[src/rtl/i2c_byte_master.sv]
// i2c_byte_master
// Byte-level I2C master. Executes one command at a time (START, WRITE byte,
// READ byte, STOP) on open-drain SCL/SDA lines and returns one response per
// command.
//
// Ports
//   tb_clk, tb_rst_n      clock, synchronous active-low reset
//   cmd_valid/cmd_ready   command handshake
//   cmd_op                00 START, 01 WRITE, 10 READ, 11 STOP
//   cmd_data              byte to send on WRITE
//   cmd_nack              READ: 1 sends NACK, 0 sends ACK
//   rsp_valid             one-cycle response pulse
//   rsp_data/rsp_nack     READ byte / WRITE ACK bit (1 = NACK)
//   rsp_err               command rejected (bus not owned)
//   busy                  bus owned (after START until STOP completes)
//   scl_oe/sda_oe         1 = pull line low, 0 = release
//   scl_in/sda_in         sampled line levels
//   dbg_state             current FSM state
//
// Handshake: a command transfers on a rising edge where cmd_valid and
// cmd_ready are both 1; cmd_ready is 1 only in IDLE and out of reset.
// cmd_valid while cmd_ready is 0 is ignored, never queued. rsp_valid is a
// single-cycle pulse with no back-pressure; response fields hold their
// values until the next response.
module i2c_byte_master #(
  parameter int CLK_DIV = 4
) (
  input  logic       tb_clk,
  input  logic       tb_rst_n,
  input  logic       cmd_valid,
  output logic       cmd_ready,
  input  logic [1:0] cmd_op,
  input  logic [7:0] cmd_data,
  input  logic       cmd_nack,
  output logic       rsp_valid,
  output logic [7:0] rsp_data,
  output logic       rsp_nack,
  output logic       rsp_err,
  output logic       busy,
  output logic       scl_oe,
  output logic       sda_oe,
  input  logic       scl_in,
  input  logic       sda_in,
  output logic [2:0] dbg_state
);

  localparam int CNT_W = $clog2(CLK_DIV);
  localparam logic [CNT_W-1:0] CNT_LAST = CNT_W'(CLK_DIV - 1);

  localparam logic [1:0] OP_START = 2'b00;
  localparam logic [1:0] OP_WRITE = 2'b01;
  localparam logic [1:0] OP_READ  = 2'b10;
  localparam logic [1:0] OP_STOP  = 2'b11;

  typedef enum logic [2:0] {
    S_IDLE  = 3'd0,
    S_START = 3'd1,
    S_BIT   = 3'd2,
    S_STOP  = 3'd3,
    S_RESP  = 3'd4
  } state_e;

  state_e           state_q, state_d;
  logic [CNT_W-1:0] cnt_q, cnt_d;
  logic [1:0]       qtr_q, qtr_d;
  logic [3:0]       bit_q, bit_d;
  logic [1:0]       op_q, op_d;
  logic [7:0]       shift_q, shift_d;
  logic             nack_q, nack_d;
  logic             ack_q, ack_d;
  logic             own_q, own_d;
  logic [7:0]       rsp_data_q, rsp_data_d;
  logic             rsp_nack_q, rsp_nack_d;
  logic             rsp_err_q, rsp_err_d;

  logic       stall;
  logic       last_cyc;
  logic       step_end;
  logic [2:0] bit_idx;
  logic       tx_bit;

  // Slots 8..1 carry data MSB first; slot 8 maps to index 7 via the wrap.
  assign bit_idx = bit_q[2:0] - 3'd1;
  assign tx_bit  = shift_q[bit_idx];

  always_comb begin
    state_d    = state_q;
    cnt_d      = cnt_q;
    qtr_d      = qtr_q;
    bit_d      = bit_q;
    op_d       = op_q;
    shift_d    = shift_q;
    nack_d     = nack_q;
    ack_d      = ack_q;
    own_d      = own_q;
    rsp_data_d = rsp_data_q;
    rsp_nack_d = rsp_nack_q;
    rsp_err_d  = rsp_err_q;
    scl_oe     = 1'b0;
    sda_oe     = 1'b0;
    cmd_ready  = (state_q == S_IDLE) && tb_rst_n;
    rsp_valid  = (state_q == S_RESP);

    // A slave stretching the clock keeps SCL low after we release it in q1;
    // the quarter does not start counting until the line is seen high.
    stall    = (qtr_q == 2'd1) && (cnt_q == '0) && !scl_in;
    last_cyc = (cnt_q == CNT_LAST);
    step_end = last_cyc && (qtr_q == 2'd3);

    case (state_q)
      S_IDLE: begin
        // While owned, keep SCL low between commands.
        scl_oe = own_q;
        if (cmd_valid && cmd_ready) begin
          op_d    = cmd_op;
          shift_d = cmd_data;
          nack_d  = cmd_nack;
          cnt_d   = '0;
          qtr_d   = 2'd0;
          bit_d   = 4'd8;
          if ((cmd_op != OP_START) && !own_q) begin
            state_d    = S_RESP;
            rsp_err_d  = 1'b1;
            rsp_data_d = 8'h00;
            rsp_nack_d = 1'b0;
          end else begin
            case (cmd_op)
              OP_START: state_d = S_START;
              OP_STOP:  state_d = S_STOP;
              default:  state_d = S_BIT;
            endcase
          end
        end
      end

      S_START: begin
        case (qtr_q)
          2'd0:    scl_oe = own_q;
          2'd2:    sda_oe = 1'b1;
          2'd3:    begin scl_oe = 1'b1; sda_oe = 1'b1; end
          default: ;
        endcase
        if (step_end) begin
          own_d      = 1'b1;
          state_d    = S_RESP;
          rsp_data_d = 8'h00;
          rsp_nack_d = 1'b0;
          rsp_err_d  = 1'b0;
        end
      end

      S_BIT: begin
        scl_oe = (qtr_q == 2'd0) || (qtr_q == 2'd3);
        if (bit_q != 4'd0) begin
          sda_oe = (op_q == OP_WRITE) ? !tx_bit : 1'b0;
        end else begin
          sda_oe = (op_q == OP_READ) ? !nack_q : 1'b0;
        end
        if ((qtr_q == 2'd2) && last_cyc) begin
          if (bit_q != 4'd0) begin
            if (op_q == OP_READ) shift_d = {shift_q[6:0], sda_in};
          end else begin
            ack_d = sda_in;
          end
        end
        if (step_end) begin
          if (bit_q == 4'd0) begin
            state_d    = S_RESP;
            rsp_data_d = (op_q == OP_READ) ? shift_q : 8'h00;
            rsp_nack_d = (op_q == OP_WRITE) ? ack_q : 1'b0;
            rsp_err_d  = 1'b0;
          end else begin
            bit_d = bit_q - 4'd1;
          end
        end
      end

      S_STOP: begin
        case (qtr_q)
          2'd0:    begin scl_oe = 1'b1; sda_oe = 1'b1; end
          2'd1:    sda_oe = 1'b1;
          default: ;
        endcase
        if (step_end) begin
          own_d      = 1'b0;
          state_d    = S_RESP;
          rsp_data_d = 8'h00;
          rsp_nack_d = 1'b0;
          rsp_err_d  = 1'b0;
        end
      end

      S_RESP: begin
        scl_oe  = own_q;
        state_d = S_IDLE;
      end

      default: state_d = S_IDLE;
    endcase

    if ((state_q == S_START) || (state_q == S_BIT) || (state_q == S_STOP)) begin
      if (!stall) begin
        if (last_cyc) begin
          cnt_d = '0;
          qtr_d = qtr_q + 2'd1;
        end else begin
          cnt_d = cnt_q + CNT_W'(1);
        end
      end
    end
  end

  always_ff @(posedge tb_clk) begin
    if (!tb_rst_n) begin
      state_q    <= S_IDLE;
      cnt_q      <= '0;
      qtr_q      <= 2'd0;
      bit_q      <= 4'd0;
      op_q       <= 2'd0;
      shift_q    <= 8'h00;
      nack_q     <= 1'b0;
      ack_q      <= 1'b0;
      own_q      <= 1'b0;
      rsp_data_q <= 8'h00;
      rsp_nack_q <= 1'b0;
      rsp_err_q  <= 1'b0;
    end else begin
      state_q    <= state_d;
      cnt_q      <= cnt_d;
      qtr_q      <= qtr_d;
      bit_q      <= bit_d;
      op_q       <= op_d;
      shift_q    <= shift_d;
      nack_q     <= nack_d;
      ack_q      <= ack_d;
      own_q      <= own_d;
      rsp_data_q <= rsp_data_d;
      rsp_nack_q <= rsp_nack_d;
      rsp_err_q  <= rsp_err_d;
    end
  end

  assign rsp_data  = rsp_data_q;
  assign rsp_nack  = rsp_nack_q;
  assign rsp_err   = rsp_err_q;
  assign busy      = own_q;
  assign dbg_state = state_q;

endmodule

[config.mk]
export PLATFORM = sky130hd
export DESIGN_NAME = i2c_byte_master
export DESIGN_NICKNAME = d
export VERILOG_FILES = /design/src/rtl/i2c_byte_master.sv
export SDC_FILE = /design/constraint.sdc
export NUM_CORES = 1
export LEC_CHECK = 0
export ABC_AREA = 0
export BUFFER_PORTS_ARGS = -buffer_cell sky130_fd_sc_hd__buf_2
export CAP_MARGIN = 10
export CORE_ASPECT_RATIO = 0.5
export CORE_MARGIN = 2
export CORE_UTILIZATION = 35
export CTS_CLUSTER_DIAMETER = 60
export CTS_CLUSTER_SIZE = 8
export DETAILED_ROUTE_END_ITERATION = 8
export PLACE_DENSITY = 0.6
export SLEW_MARGIN = 20
export SYNTH_ARGS = -nofsm -noshare
export SYNTH_HDL_FRONTEND = slang
export SYNTH_SLANG_ARGS = --single-unit
[constraint.sdc]
create_clock -name tb_clk -period 1.66 [get_ports tb_clk]
set_input_delay 0.166 -clock tb_clk [delete_from_list [all_inputs] [get_ports tb_clk]]
set_output_delay 0.166 -clock tb_clk [all_outputs]
set_load 0.005 [all_outputs]
# --- After elaboration in Yosys (flattened, before gate mapping) ---
# Cells that the tools add are included.
word_totals:
  wordCells: 133
  output_inout_bits: 18
  inputBits: 16
  register_bits: 34
op_classes:
  n_bitwise: 1
  addsub: 4
  n_mux: 58
  magnitude_cmp: 1
  n_reduce_logical: 35
  eq_ne: 22
ops:
  columns: ["op", "n"]
  rows:
  - ["$mux W8", 10]
  - ["$pmux W8 S3", 1]
  - ["$mux W2", 10]
  - ["$mux W1", 18]
  - ["$ne A2 B2 Y1 const B", 8]
  - ["$pmux W8 S2", 1]
  - ["$mux W3", 5]
  - ["$mux W4", 3]
  - ["$eq A2 B2 Y1 const B", 5]
  - ["$pmux W1 S3", 3]
  - ["$pmux W3 S3", 1]
  - ["$pmux W4 S2", 1]
  - ["$reduce_and A4 Y1", 2]
  - ["$reduce_or A2 Y1", 4]
  - ["$logic_and A1 B1 Y1", 7]
  - ["$eq A3 B2 Y1 const B", 2]
  - ["$logic_not A2 Y1", 3]
  - ["$ne A2 B1 Y1 const B", 3]
  - ["$reduce_and A3 Y1", 2]
  - ["$reduce_and A6 Y1", 1]
  - ["$reduce_bool A2 Y1", 3]
  - ["$reduce_and A5 Y1", 1]
  - ["$add A2 B1 Y2 const B", 2]
  - ["$eq A2 B1 Y1 const B", 2]
  - ["other kinds (17)", 23]

# --- Depth between registers and ports, before layout ---
logic_depth:
  ltp_word: 8
  ltp_mapped: 7
  mapped_depth_nobuf: 6

# --- Worst setup path after synthesis ---
# OpenSTA, ideal clock, no wires.
synth_path:
  path_kind: "flip-flop to flip-flop"
  startpoint: "register bit_q[0]"
  endpoint: "register bit_q[3]"
  setup_slack_ps: -154
  n_path_buf: 0
  setup_time_ps: 120
  t_required_ps: 1540
  t_arrival_ps: 1694
  synth_period_minus_slack_ps: 1814
  path_stages_with_launch: 7
  cell_sequence: "dfxtp_1 inv_1 ha_1 nor3b_4 o31a_2 o31a_1 o31a_1"
synth_via:
  elab_chain_cells: 4
  word_cells_on_any_way: 7
  cone_classes: "add/sub (1); eq/ne (1); mux (3); reduce/logical (2)"
synth_rtl:
  columns: ["element", "line_no", "source"]
  rows:
  - ["start, declared", "66", "logic [3:0] bit_q, bit_d;"]
  - ["start signal, assigned", "231", "bit_q <= bit_d;"]
  - ["$sub A4 B1 Y4", "173", "bit_d = bit_q - 4'd1;"]
  - ["$mux W4", "167", "if (bit_q == 4'd0) begin"]
  - ["$mux W4", "166", "if (step_end) begin"]
  - ["$pmux W4 S2", "110", "case (state_q)"]
# Several ways; a longest one is shown, not always the timed one. The select of a mux whose other input is x is not followed.
# A chain may end at the register's enable or synchronous reset.

# --- Final worst setup path ---
layout_path:
  startpoint: "register bit_q[0]"
  endpoint: "output sda_oe"
layout_via:
  elab_chain_cells: 7
  word_cells_on_any_way: 8
  cone_classes: "add/sub (1); mux (5); reduce/logical (2)"
layout_rtl:
  columns: ["element", "line_no", "source"]
  rows:
  - ["$sub A3 B1 Y3", "83", "assign bit_idx = bit_q[2:0] - 3'd1;"]
  - ["$bmux W1 S3", "84", "assign tx_bit = shift_q[bit_idx];"]
  - ["$mux W1 (implied by the code)", "84", null]
  - ["$logic_not A1 Y1", "155", "sda_oe = (op_q == OP_WRITE) ? !tx_bit : 1'b0;"]
  - ["$mux W1", "155", null]
  - ["$mux W1 *", "154", "if (bit_q != 4'd0) begin"]
  - ["$pmux W1 S3 *", "110", null]
  - ["end, declared", "41", "output logic sda_oe,"]
# Every way passes the cells marked *; elsewhere a longest branch is shown, timed or not. The select of a mux whose other input is x is not followed.

==> impl_metrics.json <==
{
  "run_status": "finished with violations",
  "violations": "setup timing",
  "yosys-top-cells-area": "dfxtp_1 (35%), mux2i_1 (10%), ha_1 (6.4%), nand2_1 (6.0%), o211a_1 (4.1%)",
  "synth_edf_count": 0,
  "post_dp_cell_area_mm2": 0.00245,
  "diodes": 0,
  "ys_types": 48,
  "grt_usage": 0.172,
  "fin_cells": 362,
  "cp_top_family": "multiplexers",
  "leakagePower_uw": 0.00131,
  "setup_viol": 26,
  "final_layout_size_suffix_gt1_frac": 0.481,
  "gp_congestion": 0.820,
  "worst_ep_arrival_time_ns": 1.89,
  "core_mm2": 0.00542,
  "dp_hpwl_um": 3570,
  "cp_slowest_cell": "dfxtp_4",
  "finClkSkew_ns": 0.00587,
  "die_h_um": 56.8,
  "synth_area_per_cell_um2": 9.02,
  "synthFlopType": "dfxtp_1",
  "hold_viol": 0,
  "num_rows": 19,
  "cts_tree": "built",
  "path_class": "flop to output port",
  "die-width_um": 110,
  "place_inst": 345,
  "seq_area_frac_synth": 0.349,
  "cpPeakStageDelay_ns": 0.38,
  "synth_top_area_share": 0.349,
  "root_buffer": "clkbuf_8",
  "powerDensity_mw_per_mm2": 793,
  "routed_via_density": 5.03,
  "io_buffer_count": 33,
  "period_needed_ns": 2.05,
  "grt_pass1_vias": 1826,
  "design_area_mm2": 0.00287,
  "start_util": 0.360,
  "yosysTopAreaCell": "dfxtp_1",
  "worstPathMaxFanout": 5,
  "ys_seq_elements": 34,
  "vias": 1820,
  "setup_ws_ns": -0.394,
  "grt_max_degree": 32,
  "drv_slew": 0,
  "cts_max_level": 2,
  "synth.net_count": 242,
  "holdBufCountCts": 0,
  "grt-ovfl-total": 0,
  "yosys-top-cells-count": "dfxtp_1 (34), nand2_1 (31), mux2i_1 (20)",
  "final_util": 0.530,
  "cts.reportedPaths.clkPinSlew_ns": 0.08,
  "clk_latency_ns": 0.29,
  "relSlewSlack": 0.702,
  "wl_um": 5070,
  "drtPass1Iterations": 4,
  "synth-async-reset-ratio": 0,
  "wire_per_inst_um": 14.0,
  "cp-start-kind": "flop",
  "syn-cell-area_mm2": 0.00195,
  "critPathBufInv": 2,
  "min_path_type": "input port to flop",
  "cts_made_buffers": 5,
  "area_growth_pct": 47.4,
  "cts_buffer_depth": 2,
  "antenna_found_initial": 0,
  "crit_chain": "inv_4 -> ha_4 -> mux4_2 -> mux2_4 -> o31ai_4 -> buf_2",
  "worst_slew_pin_slew_ns": 0.446,
  "cts.sink_count": 34,
  "crit_path_end_kind": "output port",
  "yosysWarnings": 0,
  "drcViolationCount": 0,
  "crit_required_ns": 1.49,
  "synth_cells": 216,
  "dp_slack_ns": -0.229,
  "max_freq_mhz": 487,
  "fin_nets": 314,
  "yosysMostFrequentCell": "dfxtp_1",
  "rsz0062_at_grt": "yes",
  "ant_nets": 0,
  "dr.first_iter.drc_count": 90,
  "ir_drop_mv": 0.359,
  "total_power_uw": 2280,
  "grt_pass1_wl_um": 8390,
  "die_area_mm2": 0.00622,
  "period_share": 1.24,
  "top_level_ports": 34,
  "drv_cap": 0
}
[layout by cell type, fill, tap and decap left out, types with 4 or more instances in the layout]
master    netlist  routed
buf_4           4      34
nor2b_1         4       4
or3_1           6       4
clkbuf_8        0       6
nand2_1        31      31
nand3_2         0       8
nor2_1          9       9
dfxtp_1        34      27
mux2i_1        20      20
o211a_1         8       8
a21oi_1        10       6
inv_2           0       4
inv_1          10       4
dfxtp_2         0       4
ha_4            0       6
buf_2           1      33
a21oi_2         0       4
o21ai_0         9       7
ha_1           10       4
buf_6           1       9
[layer usage]
layer,GRT usage,wire length [um],vias to the layer above
met5,0,0,-
met4,0.0633,65,0
met3,0.0418,179,7
met2,0.281,2430,38
met1,0.219,2390,869
li1,-,-,906
[report_power, final]
group          total (uW)  internal (uW)  switching (uW)  leakage, uW
Combinational         431            234             198     0.000960
Clock                 965            641             324    0.0000714
Sequential            881            848            33.6     0.000281
[cells by family after synthesis]
family                   share of synthesized area
AND/OR/NAND/NOR                              0.236
flip-flops                                   0.349
AO/OA/AOI/OAI                                0.155
multiplexers                                 0.137
adder cells (fa/ha/maj)                     0.0642
buffers and inverters                       0.0546
XOR/XNOR                                   0.00449
[layout make-up]
cell class,instances,area [um^2]
timing repair buffer,77,542
sequential,34,697
tap,73,91.3
clock buffer,6,82.6
fill,476,2550
inverter,10,42.5
multi-input combinational,160,1360
clock inverter,2,60.1
[path summary, 6_finish.rpt]
| kind | endpoint | slack, ns | cells after the start | startpoint |
|---|---|---|---|---|
| setup / recovery | sda_oe | -0.39 | 6 | bit_q[0]$_SDFFE_PN0P_ |
| hold / removal | nack_q$_SDFFE_PN0P_ | 0.07 | 3 | cmd_nack |
| setup reg to reg | bit_q[3]$_SDFFE_PN0P_ | -0.38 | 9 | bit_q[0]$_SDFFE_PN0P_ |
| hold reg to reg | rsp_data[1]$_SDFFE_PN0P_ | 0.46 | 2 | rsp_data[1]$_SDFFE_PN0P_ |
[worst register-to-register path, stage by stage (launching register included)]
cell and delay [ns]:
dfxtp_4 0.38, inv_4 0.04, buf_4 0.13, buf_6 0.11
ha_4 0.14, nor3b_4 0.16, buf_4 0.15, o31a_4 0.31
o31a_1 0.29, o31a_1 0.24
[stage by stage]
step	TNS, ns	hold slack [ns]
global placement	-0.857	0.359
detailed placement	-2.10	0.372
global route	-8.64	0.0772
finish	-6.28	0.0683
CTS	-3.05	0.0741
floorplan	-0.125	0.275
[timing repair]
| action | in CTS | in global routing |
|---|---|---|
| setup buffers | 5 | 5 |
| resized for setup | 30 | 20 |
| gates cloned | 1 | 0 |
| setup endpoints to repair | 24 | 29 |
| pin swaps | 18 | 13 |
[flip-flops by register name, indices dropped and copies added, names as in the netlist]
name	flops
rsp_data	8
shift_q	8
bit_q	4
dbg_state	3
cnt_q	2
op_q	2
qtr_q	2
ack_q	1
busy	1
nack_q	1
rsp_err	1
rsp_nack	1
Note: power is estimated with default switching activity, not from simulation.
